## src/rtl/mips_lsu_bus.sv

```systemverilog
// Load/store unit bridging the MIPS core to an Avalon-style bus: one request
// at a time, lane steering, byte enables, load extension, misalign/timeout errors.
module mips_lsu_bus #(
  parameter int ADDR_W         = 32,
  parameter int DATA_W         = 32,
  parameter int TIMEOUT_CYCLES = 256
) (
  input  logic                  clk,
  input  logic                  reset,
  input  logic                  req_valid,
  output logic                  req_ready,
  input  logic                  req_write,
  input  logic [1:0]            req_size,
  input  logic                  req_signed,
  input  logic [ADDR_W-1:0]     req_addr,
  input  logic [DATA_W-1:0]     req_wdata,
  output logic                  resp_valid,
  output logic [DATA_W-1:0]     resp_rdata,
  output logic [1:0]            resp_err,
  output logic [ADDR_W-1:0]     address,
  output logic                  read,
  output logic                  write,
  output logic [DATA_W-1:0]     writedata,
  output logic [DATA_W/8-1:0]   byteenable,
  input  logic                  waitrequest,
  input  logic [DATA_W-1:0]     readdata,
  output logic [1:0]            dbg_state
);

  localparam int BYTES = DATA_W / 8;
  localparam int OFS_W = $clog2(BYTES);
  localparam int CNT_W = $clog2(TIMEOUT_CYCLES + 1) + 1;
  localparam int IDX_W = $clog2(DATA_W);

  typedef enum logic [1:0] {
    S_IDLE = 2'd0,
    S_BUS  = 2'd1,
    S_RESP = 2'd2
  } state_e;

  state_e              state_q, state_d;
  logic                ready_q, ready_d;
  logic                rvalid_q, rvalid_d;
  logic [DATA_W-1:0]   rdata_q, rdata_d;
  logic [1:0]          err_q, err_d;
  logic [ADDR_W-1:0]   addr_q, addr_d;
  logic                rd_q, rd_d;
  logic                wr_q, wr_d;
  logic [DATA_W-1:0]   wdata_q, wdata_d;
  logic [BYTES-1:0]    be_q, be_d;
  logic [OFS_W-1:0]    ofs_q, ofs_d;
  logic [1:0]          size_q, size_d;
  logic                sgn_q, sgn_d;
  logic [CNT_W-1:0]    cnt_q, cnt_d;

  logic [OFS_W-1:0]    req_ofs;
  int                  n_bytes;
  int                  n_bits;
  logic                illegal;
  logic [DATA_W-1:0]   lane_mask;
  logic [DATA_W-1:0]   shifted;
  logic [DATA_W-1:0]   ext;
  logic                sign_bit;

  always_comb begin
    state_d  = state_q;
    ready_d  = ready_q;
    rvalid_d = 1'b0;
    rdata_d  = '0;
    err_d    = 2'b00;
    addr_d   = addr_q;
    rd_d     = rd_q;
    wr_d     = wr_q;
    wdata_d  = wdata_q;
    be_d     = be_q;
    ofs_d    = ofs_q;
    size_d   = size_q;
    sgn_d    = sgn_q;
    cnt_d    = cnt_q;

    req_ofs = req_addr[OFS_W-1:0];
    n_bytes = 1 << req_size;
    illegal = (int'(req_size) > OFS_W) || ((int'(req_ofs) & (n_bytes - 1)) != 0);

    // Byte lanes for a new request; used only when it is accepted as legal.
    lane_mask = '0;
    for (int b = 0; b < BYTES; b++) begin
      lane_mask[8*b +: 8] = {8{(b >= int'(req_ofs)) && (b < int'(req_ofs) + n_bytes)}};
    end

    shifted  = readdata >> {ofs_q, 3'b000};
    n_bits   = 8 << size_q;
    sign_bit = shifted[IDX_W'(n_bits - 1)];
    ext      = '0;
    for (int i = 0; i < DATA_W; i++) begin
      ext[i] = (i < n_bits) ? shifted[i] : (sgn_q & sign_bit);
    end

    case (state_q)
      S_IDLE: begin
        if (req_valid) begin
          ofs_d   = req_ofs;
          size_d  = req_size;
          sgn_d   = req_signed;
          ready_d = 1'b0;
          if (illegal) begin
            state_d  = S_RESP;
            rvalid_d = 1'b1;
            err_d    = 2'b01;
          end else begin
            state_d = S_BUS;
            addr_d  = {req_addr[ADDR_W-1:OFS_W], {OFS_W{1'b0}}};
            for (int b = 0; b < BYTES; b++) be_d[b] = lane_mask[8*b];
            wdata_d = (req_wdata << {req_ofs, 3'b000}) & lane_mask;
            rd_d    = !req_write;
            wr_d    = req_write;
            cnt_d   = '0;
          end
        end
      end
      S_BUS: begin
        if (!waitrequest) begin
          state_d  = S_RESP;
          rvalid_d = 1'b1;
          rdata_d  = rd_q ? ext : '0;
          rd_d     = 1'b0;
          wr_d     = 1'b0;
          be_d     = '0;
          wdata_d  = '0;
        end else if ((TIMEOUT_CYCLES != 0) && (cnt_q == CNT_W'(TIMEOUT_CYCLES - 1))) begin
          state_d  = S_RESP;
          rvalid_d = 1'b1;
          err_d    = 2'b10;
          rd_d     = 1'b0;
          wr_d     = 1'b0;
          be_d     = '0;
          wdata_d  = '0;
        end else if (TIMEOUT_CYCLES != 0) begin
          cnt_d = cnt_q + 1'b1;
        end
      end
      S_RESP: begin
        state_d = S_IDLE;
        ready_d = 1'b1;
      end
      default: begin
        state_d = S_IDLE;
        ready_d = 1'b1;
      end
    endcase
  end

  always_ff @(posedge clk or negedge reset) begin
    if (!reset) begin
      state_q  <= S_IDLE;
      ready_q  <= 1'b1;
      rvalid_q <= 1'b0;
      rdata_q  <= '0;
      err_q    <= 2'b00;
      addr_q   <= '0;
      rd_q     <= 1'b0;
      wr_q     <= 1'b0;
      wdata_q  <= '0;
      be_q     <= '0;
      ofs_q    <= '0;
      size_q   <= 2'b00;
      sgn_q    <= 1'b0;
      cnt_q    <= '0;
    end else begin
      state_q  <= state_d;
      ready_q  <= ready_d;
      rvalid_q <= rvalid_d;
      rdata_q  <= rdata_d;
      err_q    <= err_d;
      addr_q   <= addr_d;
      rd_q     <= rd_d;
      wr_q     <= wr_d;
      wdata_q  <= wdata_d;
      be_q     <= be_d;
      ofs_q    <= ofs_d;
      size_q   <= size_d;
      sgn_q    <= sgn_d;
      cnt_q    <= cnt_d;
    end
  end

  assign req_ready  = ready_q;
  assign resp_valid = rvalid_q;
  assign resp_rdata = rdata_q;
  assign resp_err   = err_q;
  assign address    = addr_q;
  assign read       = rd_q;
  assign write      = wr_q;
  assign writedata  = wdata_q;
  assign byteenable = be_q;
  assign dbg_state  = state_q;

endmodule

```

## config.mk

```make
export PLATFORM = sky130hd
export DESIGN_NAME = mips_lsu_bus
export DESIGN_NICKNAME = d
export VERILOG_FILES = /design/src/rtl/mips_lsu_bus.sv
export SDC_FILE = /design/constraint.sdc
export NUM_CORES = 1
export LEC_CHECK = 0
export CAP_MARGIN = 10
export CORE_MARGIN = 2
export CORE_UTILIZATION = 38
export DETAILED_ROUTE_END_ITERATION = 6
export PLACE_DENSITY = 0.73
export SLEW_MARGIN = 20
export SYNTH_ARGS = -nofsm -noshare
export SYNTH_HDL_FRONTEND = slang
export SYNTH_SLANG_ARGS = --single-unit
export TNS_END_PERCENT = 30
```

## constraint.sdc

```tcl
create_clock -name clk -period 2.65 [get_ports clk]
set_clock_uncertainty 0.2 [all_clocks]
set_input_delay 0.53 -clock clk [delete_from_list [all_inputs] [get_ports clk]]
set_output_delay 0.53 -clock clk [all_outputs]
set_load 0.02 [all_outputs]
```

==> results of run 1 <==
[cell usage after synthesis, types with 4 or more instances]
| cell | number | share of area |
|---|---|---|
| nand2_1 | 140 | 0.090 |
| mux2_2 | 28 | 0.054 |
| nor3_1 | 4 | 0.0034 |
| nor2_1 | 23 | 0.015 |
| a21oi_1 | 11 | 0.0094 |
| o2bb2ai_1 | 9 | 0.014 |
| a31oi_1 | 9 | 0.0097 |
| clkbuf_1 | 18 | 0.012 |
| o21ai_0 | 5 | 0.0043 |
| and3_1 | 10 | 0.011 |
| mux2i_1 | 37 | 0.064 |
| a32o_1 | 8 | 0.014 |
| a221oi_1 | 7 | 0.011 |
| o211ai_1 | 10 | 0.013 |
| buf_2 | 6 | 0.0052 |
| a22o_1 | 10 | 0.015 |
| nor2b_1 | 6 | 0.0064 |
| inv_1 | 10 | 0.0064 |
| ha_1 | 5 | 0.011 |
| a211oi_1 | 16 | 0.021 |
| nand3_1 | 8 | 0.0069 |
| mux2_1 | 11 | 0.021 |
| dfrtp_1 | 120 | 0.52 |
| buf_4 | 4 | 0.0052 |
[cells in the final DEF (no fill, tap or decap), types with 2 or more instances in the layout]
master,n
and3_1,10
bufinv_16,2
a211oi_1,16
nor3_1,4
nand2b_1,2
clkbuf_8,4
o21ai_0,5
a31oi_1,9
o31ai_1,3
dfrtp_1,120
a21oi_1,11
ha_1,5
or2_2,3
o2bb2ai_1,9
mux2i_1,37
clkbuf_16,17
buf_12,3
a22o_1,10
o211ai_1,10
nand3b_1,2
dlygate4sd2_1,2
mux2_2,28
nor2_1,21
mux2_1,11
clkdlybuf4s50_1,205
nor2b_1,6
nor4_1,2
nand2_1,139
buf_4,29
a21o_1,2
nor2_2,2
clkbuf_1,3
inv_1,10
conb_1,2
a32o_1,8
nand3_1,8
a221oi_1,7
clkinv_2,3
[power groups by stage]
stage	sequential [uW]	clock [uW]	combinational, uW
6_report	2530	2260	2490
5_1_grt	2580	2370	2660
4_1_cts	2530	2300	2490
3_5_place_dp	2540	0	2470
3_3_place_gp	2530	0	2430
2_1_floorplan	2910	0	861
[how the worst max path moves through the flow]
stage / startpoint / end / slack, ps
floorplan: req_addr[1] / writedata[16] / -30
global placement: req_size[0] / writedata[17] / -570
detailed placement: req_size[0] / writedata[21] / -820
CTS: req_addr[1] / writedata[14] / 60
global route: req_size[1] / writedata[14] / 5
finish: req_size[1] / writedata[14] / 60
[worst reg2reg max path, stage by stage, from the launching register on]
cell and delay [ps]:
dfrtp_1 440, nor2_1 160, inv_1 60, ha_1 300, or3b_2 460, o21ai_0 160
nand3_1 260, a21oi_1 250
[flip-flops by register name, indices dropped and copies added, names as in the netlist]
name,count
byteenable,4
address,30
req_ready,1
cnt_q,10
sgn_q,1
write,1
resp_valid,1
size_q,2
dbg_state,2
ofs_q,2
read,1
resp_err,2
resp_rdata,32
writedata,32
[cell type report]
type	instances	area share
flip-flops and latches	121	0.3410
clock buffers	24	0.05536
inverters	12	0.005071
repair buffers	241	0.2661
well taps	188	0.02648
multi-input cells	391	0.2957
clock inverters	7	0.01028
[through the flow]
step	cells	cell area [um2]	hold slack, ps
finish	984	8882	-4.292
CTS	984	8876	50.06
detailed placement	950	8250	265.8
global route	984	8882	72.38
global placement	950	8250	258.1
floorplan	557	5836	34.41
[logic make-up (layout without fill, tap and decap cells)]
kind of cell               after synthesis  count (layout)
and+or+nand+nor                        210             210
DFF                                    121             121
AOI/OAI and AO/OA                       95              95
muxes                                   77              77
buffers and inverters                   45             284
adders and majority gates                6               6
other                                    1               2
xor gates and xnor gates                 1               1
[layer usage]
metal  share of wire  vias to the layer above  GRT usage
li1                -                     2423          -
met1            0.43                     2484     0.2693
met2            0.47                      215     0.3410
met3           0.074                       37    0.06845
met4           0.023                        0    0.07822
met5               0                        -          0
[timing repair]
item                                    4_1_cts  5_1_grt
gates resized for setup                       7        2
endpoints found under the setup margin       27       17
setup buffers                                 3        0
pin swaps                                     4        0
==> key figures, run 1 <==
Layout
  • ANT cells: 0
  • Share of layout cells above drive strength 1: 0.1344
  • FF/Latch Area: 3029 um2
  • Post-layout nets: 894
  • Area of the multi-input gates: between 2000 and 3000 um2
  • Area grow syn2layout: 52.37%
  • Final core occ: 0.5886
  • Fillers: approximately 1,300

Critical path
  • Worst r2r src: size_q[0]
  • Flop-to-flop setup slack: 280 ps
  • Reg2reg end: resp_rdata[12]
  • Critical path launch point type: input port
  • Crit path max-delay family: adder cells
  • Crit path largest cell delay: 370 ps
  • Critical path data required time: 2740 ps
  • Worst setup EP type: flop
  • Critical path fanouts, max: 9
  • Cells along the critical path: dlygate4sd2_1 -> nor2_2 -> ha_1 -> inv_1 -> fa_2 -> nor4b_4 -> a22o_1 -> buf_12 -> a211oi_1 -> mux2_1
  • Worst path slowest cell: fa_2
  • CP Depth: 10
  • Worst reg2reg path depth: 7
  • Crit path kind: input port to flop
  • Arrival time worst endpoint: between 2000 and 3000 ps
  • Critical path buffers and inverters: 3

Clock network
  • Num CTS Buffers: 17
  • CTS max path bufs: 2
  • Clk_lat worst skew: 410 ps
  • CTS Hold Buffers Added: 0
  • CTS root buffer: clkbuf_16
  • Clock Sinks: 121
  • CTS H-tree lvls: 4
  • TritonCTS clock tree: yes
  • Reg clk slew, reported paths: 50 ps

Synthesis
  • Register area share after synthesis: 0.5196
  • Yosys synthesis warning count: 0
  • Synth Area in Adders: 0.01417
  • Avg Cell Area, Syn: approximately 10 um2
  • Synth Flop Type: dfrtp_1
  • Post-synthesis simple-gate area fraction: 0.1595
  • Post-Syn Instances: 556
  • EDFF count, synth: 0
  • Xor/xnor cell area share of the yosys netlist: 0.001502
  • Post-synthesis mux area share: 0.1427
  • Yosys cell types: 54
  • Syn Std Cell Area: 5829 um2
  • Largest family of logic cells by synthesized area: simple AND/OR/NAND/NOR gates
  • Number of synthesized register bits: 121
  • Synth Area in Compound Gates: 0.1251
  • Ys async rst share: 1.000

GRT
  • Pin count of the biggest net entering global routing: 122
  • First-pass GRT wire length: 27,210 um
  • Initial antenna violation count: 0
  • Total GRT Usage: 0.2122
  • Grt ovf: 0
  • Vias in the first global route: 5,333

STA
  • RSZ-0062 raised after global routing: no
  • Setup TNS: 0 ps
  • Least-Margin Pin Slew: 683.4 ps
  • Final setup fails: 0
  • Slew Viols, Final: 0
  • Final hold vios: 1
  • Worst hold slack: -4.292 ps
  • Slew HR: 0.5394
  • Max Clk Rate: roughly 0.39 GHz
  • Minimum clock period after layout: 2591 ps
  • Final worst path period share: 0.9776
  • Post-route worst setup slack: 59.31 ps

Routing
  • Post-route antenna net violation count: 0
  • DRT Pass-1 Iters: 5
  • Drt wl/cell: 17.59 um
  • Initial drt markers: 239
  • Total number of vias: 5,159
  • Remaining routing DRC violations: 0
  • Routed wire length: 17,310 um
  • Routed vias/inst: 5.243

Pwr
  • Worst VDD drop: 0.4775 mV
  • Clock power frac: 0.311
  • P_sw: around 2300 uW
  • Comb power frac: 0.342
  • Sw frac: 0.3212
  • Power Total: 7268 uW
  • Leak: around 0.0040 uW
  • P_int: 4934 uW
  • Reg power frac: 0.348
  • Power per cell area: 818.3 nW/um2

Placed design
  • Final HPWL DP: 12,640 um
  • RD Place Congestion: 0.8598
  • Worst slack, placed: -821.6 ps
  • PortBufs: 209

Floorplan
  • Core Box Area: 15,090 um2
  • Initial Util: 0.3863
  • Cell row count: 45
  • Die Y-Extent: about 130 um
  • Die X: 127.9 um
  • I/O pin total: 212
  • Die ar.: 16,350 um2

Min path
  • Hold Crit Class: input port to asynchronous set/reset pin

Run status
  • Failing checks: hold timing
  • Outcome: finished with violations

Run
  • Total of max-cap violations: 0
No activity file was read; power rests on OpenSTA's default activity.
==> run 2, diff against run 1 <==
--- a/config.mk
+++ b/config.mk
@@ -6,10 +6,12 @@
 export NUM_CORES = 1
 export LEC_CHECK = 0
 export CAP_MARGIN = 10
+export CELL_PAD_IN_SITES_DETAIL_PLACEMENT = 0
+export CELL_PAD_IN_SITES_GLOBAL_PLACEMENT = 1
 export CORE_MARGIN = 2
-export CORE_UTILIZATION = 38
+export CORE_UTILIZATION = 31
 export DETAILED_ROUTE_END_ITERATION = 6
-export PLACE_DENSITY = 0.73
+export PLACE_DENSITY_LB_ADDON = 0.1
 export SLEW_MARGIN = 20
 export SYNTH_ARGS = -nofsm -noshare
 export SYNTH_HDL_FRONTEND = slang
==> key figures, run 2 (same netlist as run 1, synthesis figures left out) <==
Run status
  • Outcome: finished clean

Pwr
  • Worst VDD drop: 0.4490 mV (-6.0%)
  • Leak: 0.004046 uW (+1.6%)
  • Power per cell area: 810.6 nW/um2 (-0.94%)

Layout
  • Area of the multi-input gates: 2665 um2 (+1.5%)
  • Most frequent cells in the layout: clkdlybuf4s50_1, nand2_1, dfrtp_1, mux2i_1, buf_4
  • Area grow syn2layout: 55.46%
  • Design Area, Final: 9062 um2 (+2.0%)
  • FF/Latch Area: 3029 um2 (unchanged)
  • Commonest non-fill, non-tap cell in the layout: clkdlybuf4s50_1
  • Fillers: 1,723 (+36%)
  • ANT cells: 0 (unchanged)
  • Post-layout nets: 899 (+0.56%)
  • Share of layout cells above drive strength 1: 0.1450 (+0.01058)

Floorplan
  • Die ar.: 19,920 um2 (+22%)
  • Core Box Area: 18,580 um2 (+23%)
  • Cell row count: 50 (+11%)
  • Die Y-Extent: 141.1 um (+10%)
  • Die X: 141.1 um (+10%)
  • Initial Util: 0.3137 (-0.07258)
  • I/O pin total: 212 (unchanged)

Clock network
  • Reg clk slew, reported paths: 50 ps (about the same)
  • Num CTS Buffers: 17 (unchanged)
  • CTS H-tree lvls: 4 (unchanged)
  • TritonCTS clock tree: yes
  • CTS max path bufs: 2 (unchanged)
  • Clock Sinks: 121 (unchanged)
  • Clk_lat worst skew: 410 ps (about the same)
  • CTS root buffer: clkbuf_16

Routing
  • Routed wire length: 18,300 um (+5.7%)
  • Post-route antenna net violation count: 0 (unchanged)
  • Routed vias/inst: 4.904 (-6.5%)
  • Total number of vias: 5,071 (-1.7%)
  • Remaining routing DRC violations: 0 (unchanged)
  • Initial drt markers: 222 (-7.1%)
  • Drt wl/cell: 17.70 um (+0.60%)
  • DRT Pass-1 Iters: 5 (unchanged)

Critical path
  • Critical path launch point type: input port
  • Crit path kind: input port to flop
  • Worst reg2reg path depth: 7 (unchanged)
  • Critical path fanouts, max: 9 (unchanged)
  • Worst setup EP type: flop
  • Critical path data required time: 2740 ps (about the same)
  • Arrival time worst endpoint: 2610 ps (-70 ps)

STA
  • Final worst path period share: 0.9494 (-0.02821)
  • Setup TNS: 0 ps (unchanged)
  • Final hold vios: 0 (-1)
  • RSZ-0062 raised after global routing: no
  • Final setup fails: 0 (unchanged)
  • Slew Viols, Final: 0 (unchanged)
  • Least-Margin Pin Slew: 779.4 ps (+95.94 ps)
  • Slew HR: 0.4747 (-0.06466)
  • Max Clk Rate: 0.3975 GHz (+3.0%)
  • Minimum clock period after layout: 2516 ps (-74.74 ps)

GRT
  • First-pass GRT wire length: 29,000 um (+6.6%)
  • Grt ovf: 0 (unchanged)
  • Vias in the first global route: 5,204 (-2.4%)
  • Initial antenna violation count: 1 (+1)
  • Total GRT Usage: 0.1882 (-0.02400)
  • Pin count of the biggest net entering global routing: 38 (-69%)

Min path
  • Hold Crit Class: flop to flop
  • Worst Hold Path Cells: 2

Placed design
  • Area of placed instances: 8376 um2 (+1.5%)
  • Final HPWL DP: 13,650 um (+8.0%)
  • RD Place Congestion: 0.8063 (-6.2%)
  • PortBufs: 209 (unchanged)

Run
  • Total of max-cap violations: 0 (unchanged)
run 2: critical path, stage by stage:
cell,delay [ps]
clkdlybuf4s50_1,530
inv_2,70
fa_2,420
nor4b_4,280
buf_4,170
a22o_4,130
buf_12,120
a211oi_1,70
mux2_1,300
run 2: cell type report:
| class | count | area share |
|---|---|---|
| Clock buffer | 22 | 0.05233 |
| Multi-Input combinational cell | 391 | 0.2941 |
| Sequential cell | 121 | 0.3343 |
| Clock inverter | 8 | 0.01325 |
| Timing Repair Buffer | 246 | 0.2688 |
| Inverter | 12 | 0.004970 |
| Tap cell | 234 | 0.03231 |
run 2: final timing paths:
path / start / end / slack (ps)
worst max register to register: size_q[0] / resp_rdata[28] / 190
worst min register to register: address[10] / address[10] / 270
worst min-delay path: address[10] / address[10] / 270
worst max-delay path: req_addr[1] / writedata[11] / 130
min in group asynchronous: reset / address[24] / 390
max in group asynchronous: reset / resp_rdata[0] / 1220
run 2: where the power goes:
group / switching, uW / internal, uW / total (uW)
clock: 806 / 1540 / 2340
sequential: 264 / 2240 / 2500
combinational: 1260 / 1240 / 2500
total: 2330 / 5010 / 7350
run 2: timing repair:
action | 4_1_cts | 5_1_grt
endpoints found under the hold margin | 26 | 0
setup buffers | 0 | 2
gates resized for setup | 9 | 5
hold buffers | 1 | 0
pin swaps | 1 | 4
endpoints found under the setup margin | 27 | 26
run 2: routing by layer:
metal  wire length (um)  share of wire  global-route usage  vias up
met4                453          0.025             0.07211        2
met5                 13        0.00071                   0        -
li1                   -              -                   -     2436
met2               8686           0.47              0.3022      170
met3               1198          0.065             0.05503       29
met1               7947           0.43              0.2405     2434
run 2: per-stage QoR:
stage,power [uW],utilization,cells,hold WS [ps],setup slack (ps)
2_1_floorplan,3767,-,557,34.41,-32.22
3_3_place_gp,4996,0.4508,1001,258.4,-628.0
3_5_place_dp,5035,0.4508,1001,265.9,-688.1
4_1_cts,7436,0.4857,1032,278.9,7.404
5_1_grt,7756,0.4877,1034,287.6,45.23
6_report,7346,0.4877,1034,273.1,134.1
==> run 3, diff against run 2 <==
--- a/config.mk
+++ b/config.mk
@@ -11,7 +11,9 @@
 export CORE_MARGIN = 2
 export CORE_UTILIZATION = 31
 export DETAILED_ROUTE_END_ITERATION = 6
-export PLACE_DENSITY_LB_ADDON = 0.1
+export GPL_TIMING_DRIVEN = 0
+export PLACE_DENSITY = 0.76
+export SKIP_LAST_GASP = 1
 export SLEW_MARGIN = 20
 export SYNTH_ARGS = -nofsm -noshare
 export SYNTH_HDL_FRONTEND = slang
==> key figures, run 3 (same netlist as run 1, synthesis figures left out) <==
STA
  • Slew HR: 0.4602 (-0.01451)
  • Final setup fails: 0 (unchanged)
  • Max Clk Rate: 0.3890 GHz (-2.1%)
  • Least-Margin Pin Slew: 805.3 ps (+25.90 ps)
  • Minimum clock period after layout: 2571 ps (+54.71 ps)
  • Final hold vios: 0 (unchanged)
  • Final worst path period share: 0.9701 (+0.02065)
  • Slew Viols, Final: 0 (unchanged)
  • RSZ-0062 raised after global routing: yes

Clock network
  • TritonCTS clock tree: yes
  • Clk_lat worst skew: 410 ps (about the same)
  • Clock Sinks: 121 (unchanged)
  • CTS H-tree lvls: 4 (unchanged)
  • CTS max path bufs: 2 (unchanged)
  • CTS root buffer: clkbuf_16
  • Reg clk slew, reported paths: 50 ps (about the same)
  • Num CTS Buffers: 17 (unchanged)

Routing
  • DRT Pass-1 Iters: 5 (unchanged)
  • Total number of vias: 5,187 (+2.3%)
  • Post-route antenna net violation count: 0 (unchanged)
  • Initial drt markers: 272 (+23%)
  • Remaining routing DRC violations: 0 (unchanged)
  • Routed vias/inst: 4.997 (+1.9%)
  • Routed wire length: 18,470 um (+0.92%)
  • Drt wl/cell: 17.79 um (+0.53%)

Layout
  • Design Area, Final: 8962 um2 (-1.1%)
  • Fillers: 1,738 (+0.87%)
  • Area of the multi-input gates: 2659 um2 (-0.23%)
  • Post-layout nets: 899 (unchanged)
  • Final core occ: 0.4824 (-0.005387)
  • FF/Latch Area: 3032 um2 (about the same)
  • Area grow syn2layout: 53.75%
  • Share of layout cells above drive strength 1: 0.1323 (-0.01267)
  • Final Non-Filler Cells: 1,038 (+0.39%)
  • Commonest non-fill, non-tap cell in the layout: clkdlybuf4s50_1
  • Most frequent cells in the layout: clkdlybuf4s50_1, nand2_1, dfrtp_1, mux2i_1, mux2_2

Placed design
  • Final HPWL DP: 13,970 um (+2.4%)
  • Cells after DPL: 1,001 (unchanged)
  • PortBufs: 209 (unchanged)
  • Area of placed instances: 8249 um2 (-1.5%)
  • RD Place Congestion: 0.8293 (+2.9%)

GRT
  • Grt ovf: 0 (unchanged)
  • First-pass GRT wire length: 28,870 um (-0.45%)
  • Vias in the first global route: 5,387 (+3.5%)
  • Total GRT Usage: 0.1870 (-0.001184)
  • Initial antenna violation count: 2 (+1)
  • Pin count of the biggest net entering global routing: 69 (+82%)

Critical path
  • Worst path slowest cell: or3b_2
  • Crit path largest cell delay: 470 ps (-60 ps)
  • Critical path data required time: 2770 ps (+30 ps)
  • Arrival time worst endpoint: 2690 ps (+80 ps)
  • Cells along the critical path: nor2_2 -> buf_6 -> inv_1 -> ha_1 -> or3b_2 -> nor2_1 -> nand2_2 -> buf_2 -> o211ai_1
  • Crit path kind: flop to flop
  • Critical path buffers and inverters: 3 (-1)
  • Worst setup EP type: flop
  • Critical path launch point type: flop
  • Critical path fanouts, max: 10 (+1)
  • Crit path max-delay family: simple AND/OR/NAND/NOR gates

Min path
  • Hold Crit Class: flop to flop

Floorplan
  • Initial Util: 0.3137 (unchanged)
  • Core Box Area: 18,580 um2 (unchanged)
  • Die ar.: 19,920 um2 (unchanged)
  • Cell row count: 50 (unchanged)
  • Die Y-Extent: 141.1 um (unchanged)
  • Die X: 141.1 um (unchanged)
  • I/O pin total: 212 (unchanged)

Run status
  • Outcome: finished clean

Pwr
  • Leak: 0.003958 uW (-2.2%)
  • Power per cell area: 816.2 nW/um2 (+0.69%)
  • Worst VDD drop: 0.4702 mV (+4.7%)

Run
  • Total of max-cap violations: 0 (unchanged)
-- run 3: cell count changes in the layout (fill, tap and decap cells not counted), moves of 3 or more --
cell,delta
diode_2,+3
buf_12,-5
buf_4,-23
dlygate4sd2_1,+4
buf_6,+4
clkbuf_8,+3
clkbuf_1,+13
buf_2,+6
-- run 3: worst register-to-register path, delay by kind of cell (launching register included) --
kind	cells	cell delay, ps
buffers and inverters	3	420
AOI/OAI and AO/OA	1	190
and+or+nand+nor	4	930
adders and majority gates	1	290
DFF	1	440
-- run 3: area by class of cell --
cell class,count,area share
Multi-Input combinational cell,391,0.2967
Tap cell,234,0.03267
Buffer,32,0.02094
Clock inverter,8,0.01033
Inverter,12,0.005026
Timing Repair Buffer,214,0.2397
Sequential cell,121,0.3383
Clock buffer,23,0.05556
Antenna cell,3,0.0008376
-- run 3: metal layers --
layer | routed length (um) | GRT usage | up-vias
met3 | 1135 | 0.05265 | 36
met4 | 483 | 0.07737 | 0
met1 | 7850 | 0.2330 | 2528
met5 | 0 | 0 | -
met2 | 8999 | 0.3061 | 188
li1 | - | - | 2435
-- run 3: final timing paths --
path	cells past startpoint	slack [ps]	to	from
setup / recovery	9	80	resp_rdata[30]	size_q[0]
setup reg to reg	9	80	resp_rdata[30]	size_q[0]
hold reg to reg	2	270	address[29]	address[29]
max in group asynchronous	3	1080	req_ready	reset
hold / removal	2	270	address[29]	address[29]
min in group asynchronous	2	430	resp_rdata[5]	reset
-- run 3: per-stage QoR --
step / total power [uW] / TNS [ps] / worst slack [ps] / hold slack [ps]
2_1_floorplan: 3767 / -226.8 / -32.22 / 34.41
3_3_place_gp: 4944 / -492000 / -3807 / 257.9
3_5_place_dp: 4986 / -39420 / -1158 / 261.3
4_1_cts: 7362 / -464.4 / -58.61 / 274.6
5_1_grt: 7684 / -1100 / -79.81 / 289.8
6_report: 7315 / 0 / 79.35 / 272.7
-- run 3: where the power goes --
group / total (uW) / switching, uW / internal, uW
sequential: 2500 / 262 / 2240
clock: 2320 / 823 / 1490
combinational: 2500 / 1280 / 1210
-- run 3: timing repair --
action / CTS / global route
cloned: 0 / 0
hold buffers: 1 / 0
setup endpoints to repair: 45 / 67
pin swaps: 2 / 3
endpoints found under the hold margin: 53 / 0
setup buffers: 2 / 1
gates resized for setup: 19 / 13
